**src/rtl/ball_frame_sequencer.sv**
```systemverilog
// ball_frame_sequencer: per-frame breakout ball controller. Each accepted frame tick
// runs ERASE (paint the ball black at its old spot), MOVE (one position/direction
// update with wall, paddle and miss handling) and DRAW (paint the ball at its new spot).
// The shared pixel writer is requested from ERASE through DRAW and is not released
// between the two painting passes.
module ball_frame_sequencer #(
  parameter int unsigned X_MAX       = 159,
  parameter int unsigned Y_MAX       = 119,
  parameter int unsigned BALL_SIZE   = 2,
  parameter int unsigned X0          = 80,
  parameter int unsigned Y0          = 60,
  parameter logic [1:0]  START_DIR   = 2'b00,
  parameter logic [2:0]  BALL_COLOUR = 3'b111
) (
  input  logic       i_clk,
  input  logic       i_reset,
  input  logic       i_enable,
  input  logic       i_frame_tick,
  input  logic       i_paddle_hit,
  input  logic       i_pix_gnt,
  output logic       o_pix_req,
  output logic       o_pix_we,
  output logic [9:0] o_pix_x,
  output logic [9:0] o_pix_y,
  output logic [2:0] o_pix_colour,
  output logic [9:0] o_ball_x,
  output logic [9:0] o_ball_y,
  output logic [1:0] o_dir,
  output logic       o_busy,
  output logic       o_ball_lost
);

  // BALL_SIZE is a power of two (1..8), so the row/column split of the pixel
  // counter is a mask and a shift; the counter never exceeds 63.
  localparam int unsigned N_PIX     = BALL_SIZE * BALL_SIZE;
  localparam int unsigned LOG2_SIZE = $clog2(BALL_SIZE);
  localparam logic [5:0]  CNT_LAST  = 6'(N_PIX - 1);
  localparam logic [5:0]  COL_MASK  = 6'(BALL_SIZE - 1);
  localparam logic [9:0]  SIZE_W    = 10'(BALL_SIZE);
  localparam logic [9:0]  XMAX_W    = 10'(X_MAX);
  localparam logic [9:0]  YMAX_W    = 10'(Y_MAX);
  localparam logic [9:0]  X0_W      = 10'(X0);
  localparam logic [9:0]  Y0_W      = 10'(Y0);

  typedef enum logic [1:0] {
    S_IDLE  = 2'd0,
    S_ERASE = 2'd1,
    S_MOVE  = 2'd2,
    S_DRAW  = 2'd3
  } state_t;

  state_t     r_state;
  state_t     w_next;
  logic [5:0] r_cnt;
  logic [9:0] r_ball_x;
  logic [9:0] r_ball_y;
  logic [1:0] r_dir;
  logic       r_ball_lost;

  logic       w_writing;
  logic       w_pix_we;
  logic       w_last;
  logic [9:0] w_col_off;
  logic [9:0] w_row_off;
  logic [9:0] w_nx;
  logic [9:0] w_ny;
  logic [1:0] w_ndir;
  logic       w_miss;

  assign w_writing = (r_state == S_ERASE) || (r_state == S_DRAW);
  assign w_pix_we  = i_pix_gnt && w_writing;
  assign w_last    = (r_cnt == CNT_LAST);
  assign w_col_off = {4'b0000, r_cnt & COL_MASK};
  assign w_row_off = {4'b0000, r_cnt >> LOG2_SIZE};

  // State register.
  always_ff @(posedge i_clk) begin
    if (i_reset) begin
      r_state <= S_IDLE;
    end else begin
      r_state <= w_next;
    end
  end

  // Next-state logic; ticks are only honoured in IDLE, so ticks during a sequence are lost.
  always_comb begin
    w_next = r_state;
    case (r_state)
      S_IDLE: begin
        if (i_frame_tick && i_enable) w_next = S_ERASE;
        else                          w_next = S_IDLE;
      end
      S_ERASE: begin
        if (w_pix_we && w_last) w_next = S_MOVE;
        else                    w_next = S_ERASE;
      end
      S_MOVE: begin
        w_next = S_DRAW;
      end
      S_DRAW: begin
        if (w_pix_we && w_last) w_next = S_IDLE;
        else                    w_next = S_DRAW;
      end
      default: begin
        w_next = S_IDLE;
      end
    endcase
  end

  // Pixel-writer outputs; coordinates are forced to zero whenever no write is strobed.
  always_comb begin
    o_pix_req    = 1'b0;
    o_pix_colour = 3'b000;
    case (r_state)
      S_IDLE: begin
        o_pix_req    = 1'b0;
        o_pix_colour = 3'b000;
      end
      S_ERASE: begin
        o_pix_req    = 1'b1;
        o_pix_colour = 3'b000;
      end
      S_MOVE: begin
        o_pix_req    = 1'b1;
        o_pix_colour = 3'b000;
      end
      S_DRAW: begin
        o_pix_req    = 1'b1;
        o_pix_colour = BALL_COLOUR;
      end
      default: begin
        o_pix_req    = 1'b0;
        o_pix_colour = 3'b000;
      end
    endcase
    o_pix_we = w_pix_we;
    if (w_pix_we) begin
      o_pix_x = r_ball_x + w_col_off;
      o_pix_y = r_ball_y + w_row_off;
    end else begin
      o_pix_x = 10'd0;
      o_pix_y = 10'd0;
    end
    o_busy = (r_state != S_IDLE);
  end

  // Candidate position/direction for MOVE, each axis judged on the current values.
  always_comb begin
    w_nx   = r_ball_x;
    w_ny   = r_ball_y;
    w_ndir = r_dir;
    w_miss = 1'b0;
    if (!r_dir[0]) begin
      if (r_ball_x + SIZE_W > XMAX_W) w_ndir[0] = 1'b1;
      else                            w_nx      = r_ball_x + 10'd1;
    end else begin
      if (r_ball_x == 10'd0) w_ndir[0] = 1'b0;
      else                   w_nx      = r_ball_x - 10'd1;
    end
    if (r_dir[1]) begin
      if (r_ball_y == 10'd0) w_ndir[1] = 1'b0;
      else                   w_ny      = r_ball_y - 10'd1;
    end else if (i_paddle_hit) begin
      w_ndir[1] = 1'b1;
    end else if (r_ball_y + SIZE_W > YMAX_W) begin
      w_miss = 1'b1;
    end else begin
      w_ny = r_ball_y + 10'd1;
    end
  end

  // Pixel counter: advances only on an actual write, wraps to zero after the last pixel.
  always_ff @(posedge i_clk) begin
    if (i_reset) begin
      r_cnt <= 6'd0;
    end else if (w_pix_we) begin
      if (w_last) r_cnt <= 6'd0;
      else        r_cnt <= r_cnt + 6'd1;
    end else begin
      r_cnt <= r_cnt;
    end
  end

  // Ball state: updated once in MOVE; a miss respawns the ball and pulses ball_lost.
  always_ff @(posedge i_clk) begin
    if (i_reset) begin
      r_ball_x    <= X0_W;
      r_ball_y    <= Y0_W;
      r_dir       <= START_DIR;
      r_ball_lost <= 1'b0;
    end else if (r_state == S_MOVE) begin
      if (w_miss) begin
        r_ball_x <= X0_W;
        r_ball_y <= Y0_W;
        r_dir    <= START_DIR;
      end else begin
        r_ball_x <= w_nx;
        r_ball_y <= w_ny;
        r_dir    <= w_ndir;
      end
      r_ball_lost <= w_miss;
    end else begin
      r_ball_lost <= 1'b0;
    end
  end

  assign o_ball_x    = r_ball_x;
  assign o_ball_y    = r_ball_y;
  assign o_dir       = r_dir;
  assign o_ball_lost = r_ball_lost;

endmodule

```
**config.mk**
```make
export PLATFORM = sky130hd
export DESIGN_NAME = ball_frame_sequencer
export DESIGN_NICKNAME = d
export VERILOG_FILES = /design/src/rtl/ball_frame_sequencer.sv
export SDC_FILE = /design/constraint.sdc
export NUM_CORES = 1
export LEC_CHECK = 0
export ABC_AREA = 1
export CAP_MARGIN = 25
export CORE_UTILIZATION = 54
export CTS_CLUSTER_SIZE = 28
export DETAILED_ROUTE_END_ITERATION = 8
export MAX_ROUTING_LAYER = met4
export PLACE_DENSITY_LB_ADDON = 0.25
export SLEW_MARGIN = 5
export SYNTH_ARGS = -nofsm -noshare
export SYNTH_HDL_FRONTEND = slang
export SYNTH_SLANG_ARGS = --single-unit
```
**constraint.sdc**
```tcl
create_clock -name i_clk -period 2.4 [get_ports i_clk]
set_input_delay 0.48 -clock i_clk [delete_from_list [all_inputs] [get_ports i_clk]]
set_output_delay 0.48 -clock i_clk [all_outputs]
set_load 0.1 [all_outputs]
```
==> out/qor.csv, run 1 <==
metric;value;unit
io_pins;55;
syn_avg_cell_area;6.24;um^2
end_kind;primary output;
grt_max_degree;18;
rsz0062_at_grt;yes;
synth-xor-area-share;0.0288;
grt_pass1_vias;3296;
dp_hpwl;7.00;mm
start_kind;register;
start_util;0.577;
finalSetupViolCount;6;
pre_cts_slack;-0.0212;ns
grt_pass1_wl;15.3;mm
fp.coreArea;5270;um^2
worstPathRequired;1.92;ns
grt_overflow;0;
setup_ws;-0.327;ns
crit_type;reg -> out;
hold_violations;0;
synth_seq_cells;31;
fin_skew;0.00450;ns
leakage;1.98;nW
max_freq;367;MHz
cts-root-buf;clkbuf_8;
ys_top_cells_by_area;dfxtp_1 (20%), nand2_1 (15%), ha_1 (11%);
cts_buffers;5;
antenna_found_initial;0;
synth_fp_nets;523;
tritoncts;yes;
clk_latency;0.29;ns
synth_top_family_by_area;simple AND/OR/NAND/NOR gates;
synth_commonest_cells;nand2_1 (119), inv_1 (68), a21oi_1 (44);
fin_util;0.842;
drv_slew;0;
cap_violations;0;
synthMuxAreaShare;0;
min_period;2.73;ns
hp-class;reg -> reg;
fin_nets;591;
synth_adder_area_share;0.127;
syn-cell-area;3040;um^2
clk_pin_slew;0.07;ns
yosysMostFrequentCell;nand2_1;
fp.dieW;77.1;um
status;complete, but fails checks;
drive_gt1_frac;0.314;
place_congestion;0.916;
violations;negative setup slack;
period_share;1.14;
crit_start;o_ball_y[0];
synth_compound_area_frac;0.151;
synthSimpleGateAreaFrac;0.375;
drtAntennaViolNets;0;
p_total;1.07;mW
synth_cell_type_count;35;
synth_flop_cell;dfxtp_1;
die_h;77.1;um
tightest_slew;0.470;ns
port_buffers;54;
min-delay-start;r_state[0];
vdd_drop_max;0.279;mV
rows;26;
cts_max_level;2;
wl_per_cell;15.2;um
netlist.area_leader.share;0.204;
p_per_area;241;nW/um^2
vias;3674;
slew_headroom;0.687;
synth_edf_count;0;
path_max_fanout;2;
vias_per_cell;5.86;
synth_top_cell_by_area;dfxtp_1;
syn_to_final_growth;45.9;%
ctsHoldBuffers;0;
first_pass_iters;5;
yosys_warnings;0;
antenna_cells;0;
drt_iter0_markers;327;
crit_arrival;2.25;ns
rr_startpoint;o_ball_y[1];
syn_inst;488;
ys_seq_area_frac;0.204;
dieArea;5940;um^2
cts_buffer_depth;2;
drc;0;
cts_sinks;31;
synth-async-reset-ratio;0;
drt_wl_total;9.54;mm
grt_util_all_layers;0.329;
-- layer usage --
| metal | up-vias | track usage | part of all wire |
|---|---|---|---|
| met1 | 1682 | 0.391 | 0.40 |
| met4 | 0 | 0.130 | 0.021 |
| met3 | 32 | 0.0607 | 0.090 |
| li1 | 1751 | - | - |
| met5 | - | - | 0 |
| met2 | 209 | 0.548 | 0.48 |
-- cell type report --
type / count / area (um^2)
Clock buffer: 5 / 68.8
Clock inverter: 3 / 15.0
Fill cell: 312 / 831
Inverter: 70 / 265
Multi-Input combinational cell: 374 / 2470
Sequential cell: 31 / 681
Tap cell: 70 / 87.6
Timing Repair Buffer: 74 / 856
-- logic make-up (layout without fill, tap and decap cells) --
logic type | count (synthesis) | after routing
compound gates | 85 | 85
flops | 31 | 31
simple gates | 250 | 250
xor+xnor | 10 | 10
fa+ha+maj | 29 | 29
buf+inv | 83 | 152
-- state kept, by name, summed over array words and instances (netlist names) --
signal and cells:
o_ball_y 10, o_ball_x 10, r_cnt 6, r_state 2, o_ball_lost 1, o_dir 2
-- where the power goes --
part           total, mW  switching, mW  internal (mW)
combinational      0.158          0.106         0.0513
sequential         0.508        0.00400          0.504
clock              0.406          0.208          0.198
total               1.07          0.318          0.754
-- repair_timing --
| action | in CTS | in global routing |
|---|---|---|
| setup buffers | 5 | 3 |
| setup endpoints to repair | 8 | 10 |
| gates cloned | 0 | 0 |
| hold endpoints to repair | 0 | 0 |
| resized for setup | 22 | 7 |
| pin swaps | 9 | 3 |
-- worst paths after layout --
check | slack [ns] | to | depth (start not counted)
setup / recovery | -0.33 | o_pix_y[8] | 12
hold / removal | 0.52 | r_state[0] | 2
setup reg to reg | 0.21 | o_ball_y[5] | 11
hold reg to reg | 0.52 | r_state[0] | 2
-- worst max-delay path, cell delays in order, from the launching register on --
cell     delay, ns
dfxtp_4       0.35
ha_4          0.16
fa_2          0.35
nand2_2       0.08
inv_2         0.04
o21ai_2       0.12
nand2_1       0.08
a21o_1        0.20
nand2_2       0.11
inv_4         0.06
a21oi_4       0.16
nor2_4        0.06
buf_12        0.16
-- cells in the final DEF (no fill, tap or decap), drive strengths merged --
master / Yosys / final
clkdlybuf4s50: 0 / 5
and2: 1 / 1
inv: 69 / 69
fa: 3 / 3
a31oi: 4 / 4
clkinv: 1 / 4
nand3b: 2 / 2
ha: 26 / 26
nand4: 17 / 17
o22ai: 3 / 3
o21ai: 25 / 25
buf: 9 / 69
nand2: 127 / 127
dfxtp: 31 / 31
nor4: 1 / 1
a211oi: 2 / 2
nor3b: 1 / 1
nor3: 15 / 15
a21oi: 46 / 46
o21bai: 2 / 2
xnor2: 5 / 5
or2: 5 / 5
a21o: 3 / 3
clkbuf: 4 / 5
xor2: 5 / 5
nand3: 39 / 39
nor2: 42 / 42
-- per-stage QoR --
step	cell area, um^2	instances	hold WS, ns	TNS [ns]
2_1_floorplan	3420	488	0.461	-2.28
3_3_place_gp	4210	612	0.495	0
4_1_cts	4390	624	0.524	-0.783
3_5_place_dp	4210	612	0.514	-0.0251
5_1_grt	4440	627	0.554	-1.40
6_report	4440	627	0.520	-1.00
(Power assumes the default switching activity.)
==> inputs of run 2 (changes only) <==
- MAX_ROUTING_LAYER: met4 -> default
==> run 2 against run 1 <==
Against the previous run:
- the flow still finishes with violations (negative setup slack)
- via count rose by 0.16%
- sequential share of layout area did not move
- hold slack barely moved
- sequential power barely moved
- largest cell class unchanged
- largest power group unchanged
==> out/qor.csv, run 2 (synthesis results as in run 1) <==
metric;value;unit;change
status;complete, but fails checks;;
violations;negative setup slack;;
fp.coreArea;5270;um^2;unchanged
p_total;1.07;mW;+0.14%
drt_wl_total;9.53;mm;about the same
dieArea;5940;um^2;unchanged
stdcell_area;4440;um^2;unchanged
path_delay_family;adder cells;;
cp_slowest_cell;dfxtp_4;;
place_congestion;0.900;;-1.7%
crit_type;reg -> out;;
drc;0;;unchanged
rr_worst_depth;11;;unchanged
syn_to_final_growth;45.9;%;unchanged
drt_iter0_markers;354;;+8.3%
rows;26;;unchanged
port_buffers;54;;unchanged
layout_commonest_cell;nand2_1;;
cap_violations;0;;unchanged
fp.dieW;77.1;um;unchanged
vias_per_cell;5.87;;+0.16%
tightest_slew;0.472;ns;+0.00165 ns
fin_nets;591;;unchanged
reg2reg_slack;0.21;ns;about the same
crit_buf_inv;3;;unchanged
vdd_drop_max;0.278;mV;-0.23%
rsz0062_at_grt;yes;;
start_kind;register;;
grt_pass1_wl;15.3;mm;unchanged
io_pins;55;;unchanged
wl_per_cell;15.2;um;about the same
r2r_end;o_ball_y[4];;
leakage;1.98;nW;unchanged
crit_top_cell;nand2_2;;
die_h;77.1;um;unchanged
end_kind;primary output;;
fin_skew;0.00246;ns;-0.00204 ns
cts_sinks;31;;unchanged
cts-root-buf;clkbuf_8;;
antenna_found_initial;0;;unchanged
cts_max_level;2;;unchanged
hp-class;reg -> reg;;
dp_hpwl;7.00;mm;unchanged
rr_startpoint;o_ball_y[1];;
antenna_cells;0;;unchanged
drv_slew;0;;unchanged
grt_pass1_vias;3295;;-0.030%
hold_path_depth;2;;unchanged
p_per_area;242;nW/um^2;+0.14%
grt_overflow;0;;unchanged
clk_latency;0.29;ns;about the same
ctsHoldBuffers;0;;unchanged
hold_violations;0;;unchanged
min_period;2.73;ns;+0.00121 ns
cp_slowest_stage_delay;0.35;ns;about the same
cts_buffer_depth;2;;unchanged
vias;3680;;+0.16%
min-delay-start;r_state[0];;
tritoncts;yes;;
path_max_fanout;2;;unchanged
finalSetupViolCount;6;;unchanged
setup_ws;-0.328;ns;-0.00121 ns
drive_gt1_frac;0.314;;unchanged
layout_common_cells;nand2_1 (113), inv_1 (66), buf_4 (46);;
hold_end;r_state[0];;
worstPathRequired;1.92;ns;about the same
worstPathCellList;ha_4, fa_2, nand2_2, inv_2, o21ai_2, nand2_1, a21o_1, nand2_2, inv_4, a21oi_4, nor2_4, buf_12;;
first_pass_iters;5;;unchanged
start_util;0.577;;unchanged
max_freq;367;MHz;about the same
post-place-cells;612;;unchanged
pre_cts_slack;-0.0212;ns;unchanged
holdWs;0.520;ns;-0.0000730 ns
slew_headroom;0.685;;-0.00144
placed_cell_area;4210;um^2;unchanged
grt_util_all_layers;0.321;;-0.00834
crit_arrival;2.25;ns;about the same
period_share;1.14;;about the same
clk_pin_slew;0.07;ns;about the same
final_cells;627;;unchanged
drtAntennaViolNets;0;;unchanged
grt_max_degree;18;;unchanged
cts_buffers;5;;unchanged
[run 2: cell counts in the layout (fill, tap and decap cells not counted)]
Identical to the previous run, type by type.
[run 2: power breakdown]
group | internal [mW] | switching [mW]
clock | 0.198 | 0.209
combinational | 0.0513 | 0.107
sequential | 0.504 | 0.00400
[run 2: worst reg2reg max path, delay by kind of cell (launching register included)]
kind / cells / cell delay (ns)
adder cells (fa/ha/maj): 1 / 0.19
buffers and inverters: 1 / 0.16
flip-flops: 1 / 0.38
AND/OR/NAND/NOR: 8 / 1.17
AO/OA/AOI/OAI: 1 / 0.17
[run 2: worst max path at each step]
stage | from | to | slack [ns] | cells after the start
5_1_grt | o_ball_y[0] | o_pix_y[8] | -0.38 | 12
4_1_cts | o_ball_y[0] | o_pix_y[8] | -0.27 | 12
3_3_place_gp | o_ball_y[0] | o_pix_y[8] | 0.02 | 12
2_1_floorplan | o_ball_y[0] | o_pix_y[6] | -0.40 | 10
6_report | o_ball_y[0] | o_pix_y[8] | -0.33 | 12
3_5_place_dp | r_cnt[1] | o_pix_y[8] | -0.02 | 12
[run 2: stage by stage]
stage | TNS, ns | util
after detailed placement | -0.0251 | 0.798
after floorplan | -2.28 | -
after global routing | -1.40 | 0.842
after CTS | -0.783 | 0.832
after global placement | 0 | 0.798
final | -1.00 | 0.842
[run 2: repair_timing]
action                                  4_1_cts  5_1_grt
endpoints found under the setup margin        8       10
pin swaps                                     9        3
gates resized for setup                      22        7
buffers inserted                              5        3
[run 2: cell type report]
| type | count | area (um^2) |
|---|---|---|
| clock buffer | 5 | 68.8 |
| clock inverter | 3 | 15.0 |
| fill | 312 | 831 |
| inverter | 70 | 265 |
| multi-input combinational | 374 | 2470 |
| sequential | 31 | 681 |
| tap | 70 | 87.6 |
| timing repair buffer | 74 | 856 |
[run 2: routing by layer]
metal | wire length, um | vias up | track usage | part of all wire
li1 | - | 1752 | - | -
met1 | 3810 | 1680 | 0.394 | 0.40
met2 | 4650 | 219 | 0.547 | 0.49
met3 | 868 | 29 | 0.0607 | 0.091
met4 | 205 | 0 | 0.130 | 0.022
met5 | 0 | - | 0 | 0
==> inputs of run 3 (changes only) <==
- CORE_UTILIZATION: 54 -> 55
- CTS_BUF_LIST: default -> sky130_fd_sc_hd__clkbuf_4 sky130_fd_sc_hd__clkbuf_8
==> run 3 against run 2 <==
Against the previous run:
- via count grew 2.6%
- the flow still finishes with violations (negative setup slack)
- flip-flop and latch count unchanged
- global-route usage grew 2.5 points
- sequential power about the same
- first-iteration DRC count grew 17%
- die area fell by 1.8%
- count of clock-buffer cells in the layout stayed put
- critical path type unchanged
- cell area up 1.0%
==> out/qor.csv, run 3 (synthesis results as in run 1) <==
metric;value;unit;change
rsz0062_at_grt;yes;;
rows;26;;unchanged
drtAntennaViolNets;0;;unchanged
dieArea;5830;um^2;-1.8%
die_h;76.4;um;-0.89%
hold_path_depth;2;;unchanged
dp_hpwl;6.83;mm;-2.4%
hp-class;reg -> reg;;
cap_violations;0;;unchanged
fin_skew;0.0102;ns;+0.00773 ns
crit_arrival;2.24;ns;about the same
cts_buffer_depth;2;;unchanged
clk_pin_slew;0.07;ns;about the same
fp.dieW;76.4;um;-0.89%
final_cells;630;;+0.48%
hold_violations;0;;unchanged
first_pass_iters;5;;unchanged
cp_slowest_stage_delay;0.35;ns;about the same
setup_ws;-0.323;ns;+0.00482 ns
syn_to_final_growth;47.4;%;
seq_power_share;0.426;;-0.048
path_max_fanout;2;;unchanged
max_freq;367;MHz;+0.18%
start_util;0.585;;+0.00722
crit_top_cell;nand2_2;;
p_sw_frac;0.276;;-0.0218
drive_gt1_frac;0.320;;+0.00546
post-place-cells;611;;-0.16%
min_period;2.72;ns;-0.00482 ns
period_share;1.13;;-0.00201
drv_slew;0;;unchanged
drt_wl_total;10.2;mm;+6.9%
p_int;0.866;mW;+15%
vdd_drop_max;0.287;mV;+3.2%
rr_startpoint;o_ball_y[1];;
vias;3775;;+2.6%
layout_common_cells;nand2_1 (111), inv_1 (66), buf_4 (49);;
antenna_found_initial;0;;unchanged
end_kind;primary output;;
min-delay-start;r_cnt[0];;
cts_max_level;2;;unchanged
grt_overflow;0;;unchanged
clockPowerShare;0.439;;+0.060
vias_per_cell;5.99;;+2.1%
crit_type;reg -> out;;
clk_latency;0.29;ns;about the same
seqCellArea;678;um^2;-0.37%
power_frac_comb;0.135;;-0.012
drc;0;;unchanged
r2r_end;o_ball_x[2];;
p_per_area;267;nW/um^2;+10%
tritoncts;yes;;
cts_buffers;5;;unchanged
pre_cts_slack;-0.103;ns;-0.0813 ns
reg2reg_slack;0.21;ns;about the same
status;complete, but fails checks;;
fp.coreArea;5200;um^2;-1.2%
cts_sinks;31;;unchanged
drt_iter0_markers;415;;+17%
rr_worst_depth;11;;unchanged
fin_nets;594;;+0.51%
layout_commonest_cell;nand2_1;;
place_congestion;0.851;;-5.5%
multi_input_area;2470;um^2;+0.30%
cp_slowest_cell;dfxtp_4;;
worstPathRequired;1.92;ns;about the same
grt_pass1_vias;3533;;+7.2%
p_sw;0.330;mW;+3.3%
fillCellCount;292;;-6.4%
grt_util_all_layers;0.345;;+0.0245
wl_per_cell;16.2;um;+6.4%
hold_end;r_cnt[0];;
io_pins;55;;unchanged
worstPathCellList;ha_4, fa_2, nand2_2, inv_2, o21ai_2, nand2_2, a21o_1, nand2_2, inv_2, a21oi_4, nor2_4, buf_12;;
finalSetupViolCount;6;;unchanged
violations;negative setup slack;;
port_buffers;54;;unchanged
antenna_cells;0;;unchanged
start_kind;register;;
grt_pass1_wl;16.3;mm;+6.3%
slew_headroom;0.697;;+0.0121
cts-root-buf;clkbuf_8;;
grt_max_degree;18;;unchanged
leakage;2.00;nW;+0.93%
tightest_slew;0.449;ns;-0.0224 ns
==> run 3: changes by cell type in the layout (fill, tap and decap cells not counted), moves of 2 or more <==
cell	change
nand2_1	-2
nand2_2	+2
nor3_2	-2
clkinv_2	-2
buf_4	+3
==> run 3: power groups by stage <==
stage                     combinational, mW  sequential, mW  clock, mW
after floorplan                       0.100           0.522          0
after global placement                0.153           0.522          0
after detailed placement              0.156           0.522          0
after CTS                             0.158           0.509      0.524
after global routing                  0.167           0.510      0.543
final                                 0.161           0.510      0.526
==> run 3: area by class of cell <==
type	instances	area share
clock inverters	3	0.00977
repair buffers	77	0.194
inverters	70	0.0586
flip-flops and latches	31	0.151
clock buffers	5	0.0153
well taps	70	0.0195
multi-input cells	374	0.552
==> run 3: metal layers <==
| metal | vias to the layer above | routed length, um | GRT usage |
|---|---|---|---|
| met3 | 45 | 908 | 0.0575 |
| met2 | 246 | 4930 | 0.596 |
| met1 | 1715 | 3950 | 0.419 |
| li1 | 1769 | - | - |
| met4 | 0 | 409 | 0.150 |
| met5 | - | 0 | 0 |
==> run 3: worst max-delay path, delay by kind of cell (launching register included) <==
family / cells / cell delay [ns]
adders and majority gates: 2 / 0.51
AOI/OAI and AO/OA: 3 / 0.51
DFF: 1 / 0.35
and+or+nand+nor: 4 / 0.32
buffers and inverters: 3 / 0.27
==> run 3: worst max-delay path by stage <==
stage / from / endpoint / slack (ns) / cells past startpoint
after floorplan: o_ball_y[0] / o_pix_y[6] / -0.40 / 10
after global placement: o_ball_y[0] / o_pix_y[8] / -0.02 / 12
after detailed placement: r_cnt[1] / o_pix_y[8] / -0.10 / 12
after CTS: o_ball_y[0] / o_pix_y[6] / -0.24 / 11
after global routing: o_ball_y[0] / o_pix_y[8] / -0.39 / 12
final: o_ball_y[0] / o_pix_y[8] / -0.32 / 12
==> run 3: repair_timing <==
action / 4_1_cts / 5_1_grt
pin swaps: 9 / 4
cloned: 0 / 0
setup buffers: 6 / 6
gates resized for setup: 25 / 6
hold buffers: 0 / 0
setup endpoints to repair: 8 / 11
==> run 3: through the flow <==
| stage | power, mW | cell area (um^2) | hold WS (ns) | TNS (ns) | util |
|---|---|---|---|---|---|
| finish | 1.20 | 4480 | 0.515 | -1.32 | 0.862 |
| global route | 1.22 | 4480 | 0.556 | -1.67 | 0.862 |
| CTS | 1.19 | 4430 | 0.503 | -0.759 | 0.850 |
| global placement | 0.675 | 4200 | 0.490 | -0.0219 | 0.806 |
| detailed placement | 0.678 | 4200 | 0.492 | -0.103 | 0.806 |
| floorplan | 0.623 | 3420 | 0.461 | -2.28 | - |
